$ cat src/rtl/yuv_reader_pkg.sv
// Shared types and constants for the planar YUV 4:2:0 frame reader.
// Holds the FSM state enum, group geometry and default plane bases.
package yuv_reader_pkg;

  typedef enum logic [1:0] {
    S_IDLE,
    S_FETCH,
    S_WAIT,
    S_STREAM
  } state_e;

  localparam int GROUP_PIX       = 16;
  localparam int WORDS_PER_GROUP = 4;

  function automatic int def_u_base(input int w, input int h);
    return w * h / 8;
  endfunction

  function automatic int def_v_base(input int w, input int h);
    return def_u_base(w, h) + w * h / 32;
  endfunction

endpackage

$ cat src/rtl/yuv_frame_reader_group_buffer.sv
// One 16-pixel group: Y0/Y1/U/V words, byte-selected by column.
// Ports: clk, rst_n, wr_en/wr_idx/wr_data, col -> y, u, v.
module yuv_group_buffer
  import yuv_reader_pkg::*;
(
  input  logic        clk,
  input  logic        rst_n,
  input  logic        wr_en,
  input  logic [1:0]  wr_idx,
  input  logic [63:0] wr_data,
  input  logic [3:0]  col,
  output logic [7:0]  y,
  output logic [7:0]  u,
  output logic [7:0]  v
);

  logic [63:0] word_q [WORDS_PER_GROUP];

  always_ff @(posedge clk or negedge rst_n) begin
    if (!rst_n) begin
      for (int i = 0; i < WORDS_PER_GROUP; i++)
        word_q[i] <= '0;
    end else if (wr_en) begin
      word_q[wr_idx] <= wr_data;
    end
  end

  // Chroma byte index is col/2: one sample per column pair.
  assign y = word_q[{1'b0, col[3]}][{col[2:0], 3'b000} +: 8];
  assign u = word_q[2][{col[3:1], 3'b000} +: 8];
  assign v = word_q[3][{col[3:1], 3'b000} +: 8];

endmodule

$ cat src/rtl/yuv_frame_reader.sv
// Planar YUV 4:2:0 frame reader: fetches 16-pixel groups, streams pixels.
// Ports: CLOCK2_50, RESET_N, start/busy/frame_done, rden/rdaddress/q, pix_*.
// Option: YUV_READER_PREFETCH_EN adds a second buffer for gapless output.
module yuv_frame_reader
  import yuv_reader_pkg::*;
#(
  parameter int WIDTH  = 640,
  parameter int HEIGHT = 480,
  parameter int Y_BASE = 0,
  parameter int U_BASE = def_u_base(WIDTH, HEIGHT),
  parameter int V_BASE = def_v_base(WIDTH, HEIGHT)
) (
  input  logic        CLOCK2_50,
  input  logic        RESET_N,
  input  logic        start,
  output logic        busy,
  output logic        frame_done,
  output logic        rden,
  output logic [15:0] rdaddress,
  input  logic [63:0] q,
  output logic        pix_valid,
  input  logic        pix_ready,
  output logic [7:0]  pix_y,
  output logic [7:0]  pix_u,
  output logic [7:0]  pix_v,
  output logic        pix_sof,
  output logic        pix_eol
);

  localparam int GPL = WIDTH / GROUP_PIX;
  localparam int GW  = (GPL > 1) ? $clog2(GPL) : 1;
  localparam int RW  = $clog2(HEIGHT);
  localparam logic [GW-1:0] LAST_GRP = GW'(GPL - 1);
  localparam logic [RW-1:0] LAST_ROW = RW'(HEIGHT - 1);
  localparam logic [3:0]    LAST_COL = 4'(GROUP_PIX - 1);
  localparam logic [15:0]   YB = 16'(Y_BASE);
  localparam logic [15:0]   UB = 16'(U_BASE);
  localparam logic [15:0]   VB = 16'(V_BASE);
  localparam logic [15:0]   YSTRIDE = 16'(WIDTH / 8);
  localparam logic [15:0]   CSTRIDE = 16'(WIDTH / 16);

  function automatic logic [15:0] grp_addr(
    input logic [RW-1:0] r,
    input logic [GW-1:0] g,
    input logic [1:0]    idx
  );
    logic [15:0] yrow, crow, g16;
    yrow = 16'(r) * YSTRIDE;
    crow = 16'(r >> 1) * CSTRIDE;
    g16  = 16'(g);
    case (idx)
      2'd0:    grp_addr = YB + yrow + {g16[14:0], 1'b0};
      2'd1:    grp_addr = YB + yrow + {g16[14:0], 1'b0} + 16'd1;
      2'd2:    grp_addr = UB + crow + g16;
      default: grp_addr = VB + crow + g16;
    endcase
  endfunction

  state_e        state_q, state_d;
  logic [RW-1:0] row_q, row_d;
  logic [GW-1:0] grp_q, grp_d;
  logic [3:0]    col_q, col_d;
  logic [1:0]    iss_q, iss_d;
  logic          busy_q, busy_d;
  logic          fd_q, fd_d;
  logic          rden_q, rden_d;
  logic [15:0]   addr_q, addr_d;
  logic [1:0]    ridx_q, ridx_d;
  logic          cap_v_q, cap_v_d;
  logic [1:0]    cap_idx_q, cap_idx_d;
  logic          vld_q, vld_d;

  logic          hs, grp_end, frame_end, last_grp, last_row;
  logic          cap_last;
  logic [GW-1:0] nxt_grp;
  logic [RW-1:0] nxt_row;
  logic [7:0]    sel_y, sel_u, sel_v;

`ifdef YUV_READER_PREFETCH_EN
  logic          cur_q, cur_d;
  logic          rbuf_q, rbuf_d;
  logic          cap_buf_q, cap_buf_d;
  logic [2:0]    pf_idx_q, pf_idx_d;
  logic          pf_full_q, pf_full_d;
  logic          pf_cap, pf_ok;
  logic [7:0]    y0, u0, v0, y1, u1, v1;
`endif

  assign hs        = vld_q & pix_ready;
  assign last_grp  = grp_q == LAST_GRP;
  assign last_row  = row_q == LAST_ROW;
  assign grp_end   = hs & (col_q == LAST_COL);
  assign frame_end = grp_end & last_grp & last_row;
  assign nxt_grp   = last_grp ? '0 : grp_q + GW'(1);
  assign nxt_row   = last_grp ? row_q + RW'(1) : row_q;

`ifdef YUV_READER_PREFETCH_EN
  assign cap_last = cap_v_q & (cap_idx_q == 2'd3)
                  & (cap_buf_q == cur_q);
  // Prefetch complete now or earlier: safe to swap at group end.
  assign pf_cap   = cap_v_q & (cap_idx_q == 2'd3)
                  & (cap_buf_q != cur_q);
  assign pf_ok    = pf_full_q | pf_cap;
`else
  assign cap_last = cap_v_q & (cap_idx_q == 2'd3);
`endif

  always_ff @(posedge CLOCK2_50 or negedge RESET_N) begin
    if (!RESET_N) begin
      state_q   <= S_IDLE;
      row_q     <= '0;
      grp_q     <= '0;
      col_q     <= '0;
      iss_q     <= '0;
      busy_q    <= 1'b0;
      fd_q      <= 1'b0;
      rden_q    <= 1'b0;
      addr_q    <= '0;
      ridx_q    <= '0;
      cap_v_q   <= 1'b0;
      cap_idx_q <= '0;
      vld_q     <= 1'b0;
`ifdef YUV_READER_PREFETCH_EN
      cur_q     <= 1'b0;
      rbuf_q    <= 1'b0;
      cap_buf_q <= 1'b0;
      pf_idx_q  <= '0;
      pf_full_q <= 1'b0;
`endif
    end else begin
      state_q   <= state_d;
      row_q     <= row_d;
      grp_q     <= grp_d;
      col_q     <= col_d;
      iss_q     <= iss_d;
      busy_q    <= busy_d;
      fd_q      <= fd_d;
      rden_q    <= rden_d;
      addr_q    <= addr_d;
      ridx_q    <= ridx_d;
      cap_v_q   <= cap_v_d;
      cap_idx_q <= cap_idx_d;
      vld_q     <= vld_d;
`ifdef YUV_READER_PREFETCH_EN
      cur_q     <= cur_d;
      rbuf_q    <= rbuf_d;
      cap_buf_q <= cap_buf_d;
      pf_idx_q  <= pf_idx_d;
      pf_full_q <= pf_full_d;
`endif
    end
  end

  always_comb begin
    state_d = state_q;
    unique case (state_q)
      S_IDLE:  if (start) state_d = S_FETCH;
      S_FETCH: if (iss_q == 2'd3) state_d = S_WAIT;
      S_WAIT:  if (cap_last) state_d = S_STREAM;
      S_STREAM: begin
        if (frame_end)
          state_d = S_IDLE;
        else if (grp_end)
`ifdef YUV_READER_PREFETCH_EN
          state_d = pf_ok ? S_STREAM : S_WAIT;
`else
          state_d = S_FETCH;
`endif
      end
      default: state_d = S_IDLE;
    endcase
  end

  always_comb begin
    row_d     = row_q;
    grp_d     = grp_q;
    col_d     = col_q;
    iss_d     = iss_q;
    busy_d    = busy_q;
    fd_d      = 1'b0;
    rden_d    = 1'b0;
    addr_d    = addr_q;
    ridx_d    = ridx_q;
    vld_d     = vld_q;
    cap_v_d   = rden_q;
    cap_idx_d = ridx_q;
`ifdef YUV_READER_PREFETCH_EN
    cur_d     = cur_q;
    rbuf_d    = rbuf_q;
    cap_buf_d = rbuf_q;
    pf_idx_d  = pf_idx_q;
    pf_full_d = pf_full_q | pf_cap;
`endif
    unique case (state_q)
      S_IDLE: begin
        if (start) begin
          busy_d = 1'b1;
          row_d  = '0;
          grp_d  = '0;
          col_d  = '0;
          rden_d = 1'b1;
          addr_d = grp_addr('0, '0, 2'd0);
          ridx_d = 2'd0;
          iss_d  = 2'd1;
`ifdef YUV_READER_PREFETCH_EN
          cur_d     = 1'b0;
          rbuf_d    = 1'b0;
          pf_idx_d  = '0;
          pf_full_d = 1'b0;
`endif
        end
      end
      S_FETCH: begin
        rden_d = 1'b1;
        addr_d = grp_addr(row_q, grp_q, iss_q);
        ridx_d = iss_q;
        iss_d  = iss_q + 2'd1;
      end
      S_WAIT: begin
        if (cap_last) begin
          vld_d = 1'b1;
          col_d = '0;
        end
      end
      S_STREAM: begin
        if (hs) col_d = col_q + 4'd1;
        if (grp_end) begin
          grp_d = nxt_grp;
          row_d = nxt_row;
        end
        if (frame_end) begin
          vld_d  = 1'b0;
          busy_d = 1'b0;
          fd_d   = 1'b1;
        end else if (grp_end) begin
`ifdef YUV_READER_PREFETCH_EN
          vld_d     = pf_ok;
          cur_d     = ~cur_q;
          pf_idx_d  = '0;
          pf_full_d = 1'b0;
`else
          // Refill starts on the handshake edge itself.
          vld_d  = 1'b0;
          rden_d = 1'b1;
          addr_d = grp_addr(nxt_row, nxt_grp, 2'd0);
          ridx_d = 2'd0;
          iss_d  = 2'd1;
`endif
        end
`ifdef YUV_READER_PREFETCH_EN
        else if (!(last_grp & last_row) && pf_idx_q < 3'd4) begin
          rden_d   = 1'b1;
          addr_d   = grp_addr(nxt_row, nxt_grp, pf_idx_q[1:0]);
          ridx_d   = pf_idx_q[1:0];
          rbuf_d   = ~cur_q;
          pf_idx_d = pf_idx_q + 3'd1;
        end
`endif
      end
      default: ;
    endcase
  end

`ifdef YUV_READER_PREFETCH_EN
  yuv_group_buffer u_buf0 (
    .clk     (CLOCK2_50),
    .rst_n   (RESET_N),
    .wr_en   (cap_v_q & ~cap_buf_q),
    .wr_idx  (cap_idx_q),
    .wr_data (q),
    .col     (col_q),
    .y       (y0),
    .u       (u0),
    .v       (v0)
  );

  yuv_group_buffer u_buf1 (
    .clk     (CLOCK2_50),
    .rst_n   (RESET_N),
    .wr_en   (cap_v_q & cap_buf_q),
    .wr_idx  (cap_idx_q),
    .wr_data (q),
    .col     (col_q),
    .y       (y1),
    .u       (u1),
    .v       (v1)
  );

  assign sel_y = cur_q ? y1 : y0;
  assign sel_u = cur_q ? u1 : u0;
  assign sel_v = cur_q ? v1 : v0;
`else
  yuv_group_buffer u_buf0 (
    .clk     (CLOCK2_50),
    .rst_n   (RESET_N),
    .wr_en   (cap_v_q),
    .wr_idx  (cap_idx_q),
    .wr_data (q),
    .col     (col_q),
    .y       (sel_y),
    .u       (sel_u),
    .v       (sel_v)
  );
`endif

  assign busy       = busy_q;
  assign frame_done = fd_q;
  assign rden       = rden_q;
  assign rdaddress  = addr_q;
  assign pix_valid  = vld_q;
  assign pix_y      = vld_q ? sel_y : 8'd0;
  assign pix_u      = vld_q ? sel_u : 8'd0;
  assign pix_v      = vld_q ? sel_v : 8'd0;
  assign pix_sof    = vld_q & (row_q == '0) & (grp_q == '0)
                    & (col_q == 4'd0);
  assign pix_eol    = vld_q & last_grp & (col_q == LAST_COL);

endmodule

$ cat config.mk
export PLATFORM = sky130hd
export DESIGN_NAME = yuv_frame_reader
export DESIGN_NICKNAME = d
export VERILOG_FILES = /design/src/rtl/yuv_reader_pkg.sv /design/src/rtl/yuv_frame_reader_group_buffer.sv /design/src/rtl/yuv_frame_reader.sv
export SDC_FILE = /design/constraint.sdc
export NUM_CORES = 1
export LEC_CHECK = 0
export CAP_MARGIN = 10
export CORE_ASPECT_RATIO = 0.5
export CORE_MARGIN = 2
export CORE_UTILIZATION = 62
export CTS_CLUSTER_SIZE = 24
export DETAILED_ROUTE_END_ITERATION = 12
export PLACE_DENSITY = 0.8
export SYNTH_ARGS = -nofsm -noshare
export SYNTH_HDL_FRONTEND = slang
export SYNTH_HIERARCHICAL = 1
export SYNTH_SLANG_ARGS = --single-unit
$ cat constraint.sdc
create_clock -name CLOCK2_50 -period 10.9 [get_ports CLOCK2_50]
set_input_delay 1.09 -clock CLOCK2_50 [delete_from_list [all_inputs] [get_ports CLOCK2_50]]
set_output_delay 1.09 -clock CLOCK2_50 [all_outputs]
set_load 0.05 [all_outputs]
==> results.md <==
* Status: completed
* Cell count after synthesis at about 1200
* Clk sinks at 304
* Pwr Density at approximately 270 nW/um^2
* Reg clk slew, reported paths at 70 ps
* Critical Path RT at just under 10000 ps
* Rel. slew slack at 17.92%
* Antenna cells at 0
* Post-route DRC at 0
* Hold Slack at 382.8 ps
* Core Util, Final at a little over 70%
* Clk root buf: clkbuf_16
* CTS Buf Count at 28
* CP Class: flop to output pin
* Fin. max-slew vios at 0
* CP max FO at 33
* Worst-path cell chain: buf_4 -> mux4_2 -> mux2i_1 -> mux2i_1 -> and2_1 -> clkdlybuf4s50_1
* Largest stage delay on the critical path at a little under 800 ps
* Max cap viols at 0
* Max Root-Sink Buffers at 3
* Seq/Total Area, Yosys at a little under half
* DRT Wirelength at between 30000 and 40000 um
* Number of post-CTS setup repair buffers at 0
* H-tree depth at 1
* Via density at ~6.3
* Setup crit start kind: flop
* Area of the mapped netlist at roughly 16000 um^2
* Final Wtd Congestion at ~0.92
* Reg2Reg Setup Slack at roughly 6200 ps
* EDFF count, synth at 0
* FMAX at around 200 MHz
* HP Start: cap_idx_d[1]$_DFFE_PN0P_
* Port Buffers at between 100 and 150
* Final hold vios at 0
* Cell taking the most area after synthesis: dfrtp_1
* Die width at between 200 and 250 um
* Total grt overflow at 0
* Most common cell in the netlist: dfrtp_1
* Nets at approximately 1500
* # hold bufs at CTS at 0
* Fin crit period at approximately 5000 ps
* Die Ht at between 100 and 150 um
* Worst setup path start: col_q[3]$_DFFE_PN0P_
* Reg-to-Reg Start: grp_q[0]$_DFFE_PN0P_
* WP data arrival at around 3900 ps
* Initial antenna violation count at 0
* Most frequently used flop master after synthesis: dfrtp_1
* Crit-path most repeated cell: mux2i_1
* Largest net degree at the start of global routing at between 150 and 200
* Class of the worst hold path: flop to flop
* Vias in the first global route at between 10000 and 15000
* I/O Pins at ~110
* CP endpoint kind: output pin
* Synth top area share at a little under half
* Clk_lat worst skew at 570 ps
* Post-CTS Resized at 0
* First-pass GRT wire length at between 60000 and 70000 um
* Starting DRC count in detailed routing at 631
* Initial Util at 62.59%
* Via count at around 11000
* Ys async rst share at 100.0%
* #FFs+latches synth at ~300
* Rows at between 40 and 50
* Tightest Pin Transition at approximately 1200 ps
* Pre-antenna DRT Iters at 4
* Clock tree from TritonCTS: yes
* Commonest cells in the synthesized netlist: 304 x dfrtp_1, 278 x mux2_2, 53 x ha_1, 52 x mux4_2, 51 x nor2_1
* Syn nets at 1376
* Share of cells above drive strength 1 at about a third
* Die area at 27920 um^2
* Final HPWL DP at about 25000 um
* Clock skew at 18.48 ps
* Area Overhead vs Synth at 14.11%
* All-Layer GR Usage at between 20% and 30%
* Final ANT Viol Nets at 0
* Unrepaired setup endpoints after global routing: no
* Final setup fails at 0
* Period utilization at 45.68%
* Ranking of synthesized cells by area: dfrtp_1 46%, mux2_2 19%, mux4_2 7.1%
* Core Footprint at 26280 um^2
* Max VDD drop at roughly 0.16 mV
* Ys Warns at 6
* Mapped Avg Cell Area at around 13 um^2
* Wire length per cell at roughly 22 um
* Slowest cell on crit path: dfrtp_2
* Leakage at a little under 8 nW
* Setup TNS at 0 ps
* Filler cells at about 1800
* Unique masters post-synth at 82
[per-layer routing]
| metal | wire length, um | global-route usage, % | vias to the layer above |
|---|---|---|---|
| li1 | - | - | 4811 |
| met1 | 15900 | 36.65 | 5586 |
| met2 | 19070 | 48.71 | 248 |
| met3 | 1584 | 4.143 | 69 |
| met4 | 934 | 7.783 | 0 |
| met5 | 0 | 0 | - |
[metrics by stage]
| stage | power, mW | worst slack, ps | area [um^2] | std cells |
|---|---|---|---|---|
| 2_1_floorplan | 3.366 | 6785 | 16450 | 1249 |
| 3_3_place_gp | 3.848 | 6418 | 17750 | 1654 |
| 3_5_place_dp | 3.969 | 6298 | 17750 | 1654 |
| 4_1_cts | 5.042 | 5869 | 18770 | 1705 |
| 5_1_grt | 5.274 | 5729 | 18770 | 1705 |
| 6_report | 5.023 | 5921 | 18770 | 1705 |
[final cells by class]
class	instances	area (um^2)	share of cell area [%]
well taps	352	440.4	2.347
clock inverters	14	196.4	1.047
clock buffers	37	814.5	4.341
multi-input cells	844	8361	44.55
repair buffers	123	1224	6.521
inverters	31	116.4	0.6201
flip-flops and latches	304	7614	40.57
[power by group]
part | leakage, nW | total [mW] | internal (mW) | switching, mW
clock | 0.492 | 1.06 | 0.604 | 0.451
sequential | 3.62 | 1.98 | 1.66 | 0.318
combinational | 3.72 | 1.99 | 1.00 | 0.986
total | 7.83 | 5.02 | 3.27 | 1.76
[cell families after synthesis]
group,count (synthesis),share of synthesized area (%)
adder cells (fa/ha/maj),59,4.763
buffers and inverters,101,3.013
AO/OA/AOI/OAI,167,7.753
AND/OR/NAND/NOR,210,6.840
multiplexers,360,28.77
XOR/XNOR,48,2.602
flip-flops,304,46.26
[state kept, by name, indices dropped and copies added, names as in the netlist]
signal         cells
col_q              4
cap_idx_d          2
pix_valid          1
row_q              9
rden               1
cap_idx_q          2
busy               1
u_buf0/word_q    256
cap_v_q            1
state_q            2
iss_q              2
rdaddress         16
grp_q              6
frame_done         1
[cells in the final DEF (no fill, tap or decap), types with 9 or more instances in the layout]
master,count
a21o_1,9
a21oi_1,23
a22o_1,12
and2_1,29
buf_4,9
clkbuf_16,28
clkdlybuf4s50_1,112
dfrtp_1,301
ha_1,53
inv_1,29
mux2_2,278
mux2i_1,22
mux4_2,52
nand2_1,39
nand3_1,19
nand4_1,9
nor2_1,51
nor2b_1,10
nor3_1,9
o21ai_0,35
xnor2_1,27
xor2_1,20
[final timing paths]
check / cells past startpoint / endpoint
setup reg to reg: 16 / rdaddress[14]$_DFFE_PN0P_
setup / recovery: 6 / pix_y[7]
max in group asynchronous: 2 / u_buf0/word_q[244]$_DFFE_PN0P_
hold reg to reg: 0 / cap_idx_q[1]$_DFF_PN0_
hold / removal: 0 / cap_idx_q[1]$_DFF_PN0_
min in group asynchronous: 1 / rdaddress[8]$_DFFE_PN0P_
[critical path, delay by kind of cell (launching register included)]
| kind | cells | cell delay (ps) |
|---|---|---|
| flip-flops | 1 | 790 |
| buffers and inverters | 2 | 1310 |
| multiplexers | 3 | 990 |
| AND/OR/NAND/NOR | 1 | 190 |
Note: power is estimated with default switching activity, not from simulation.
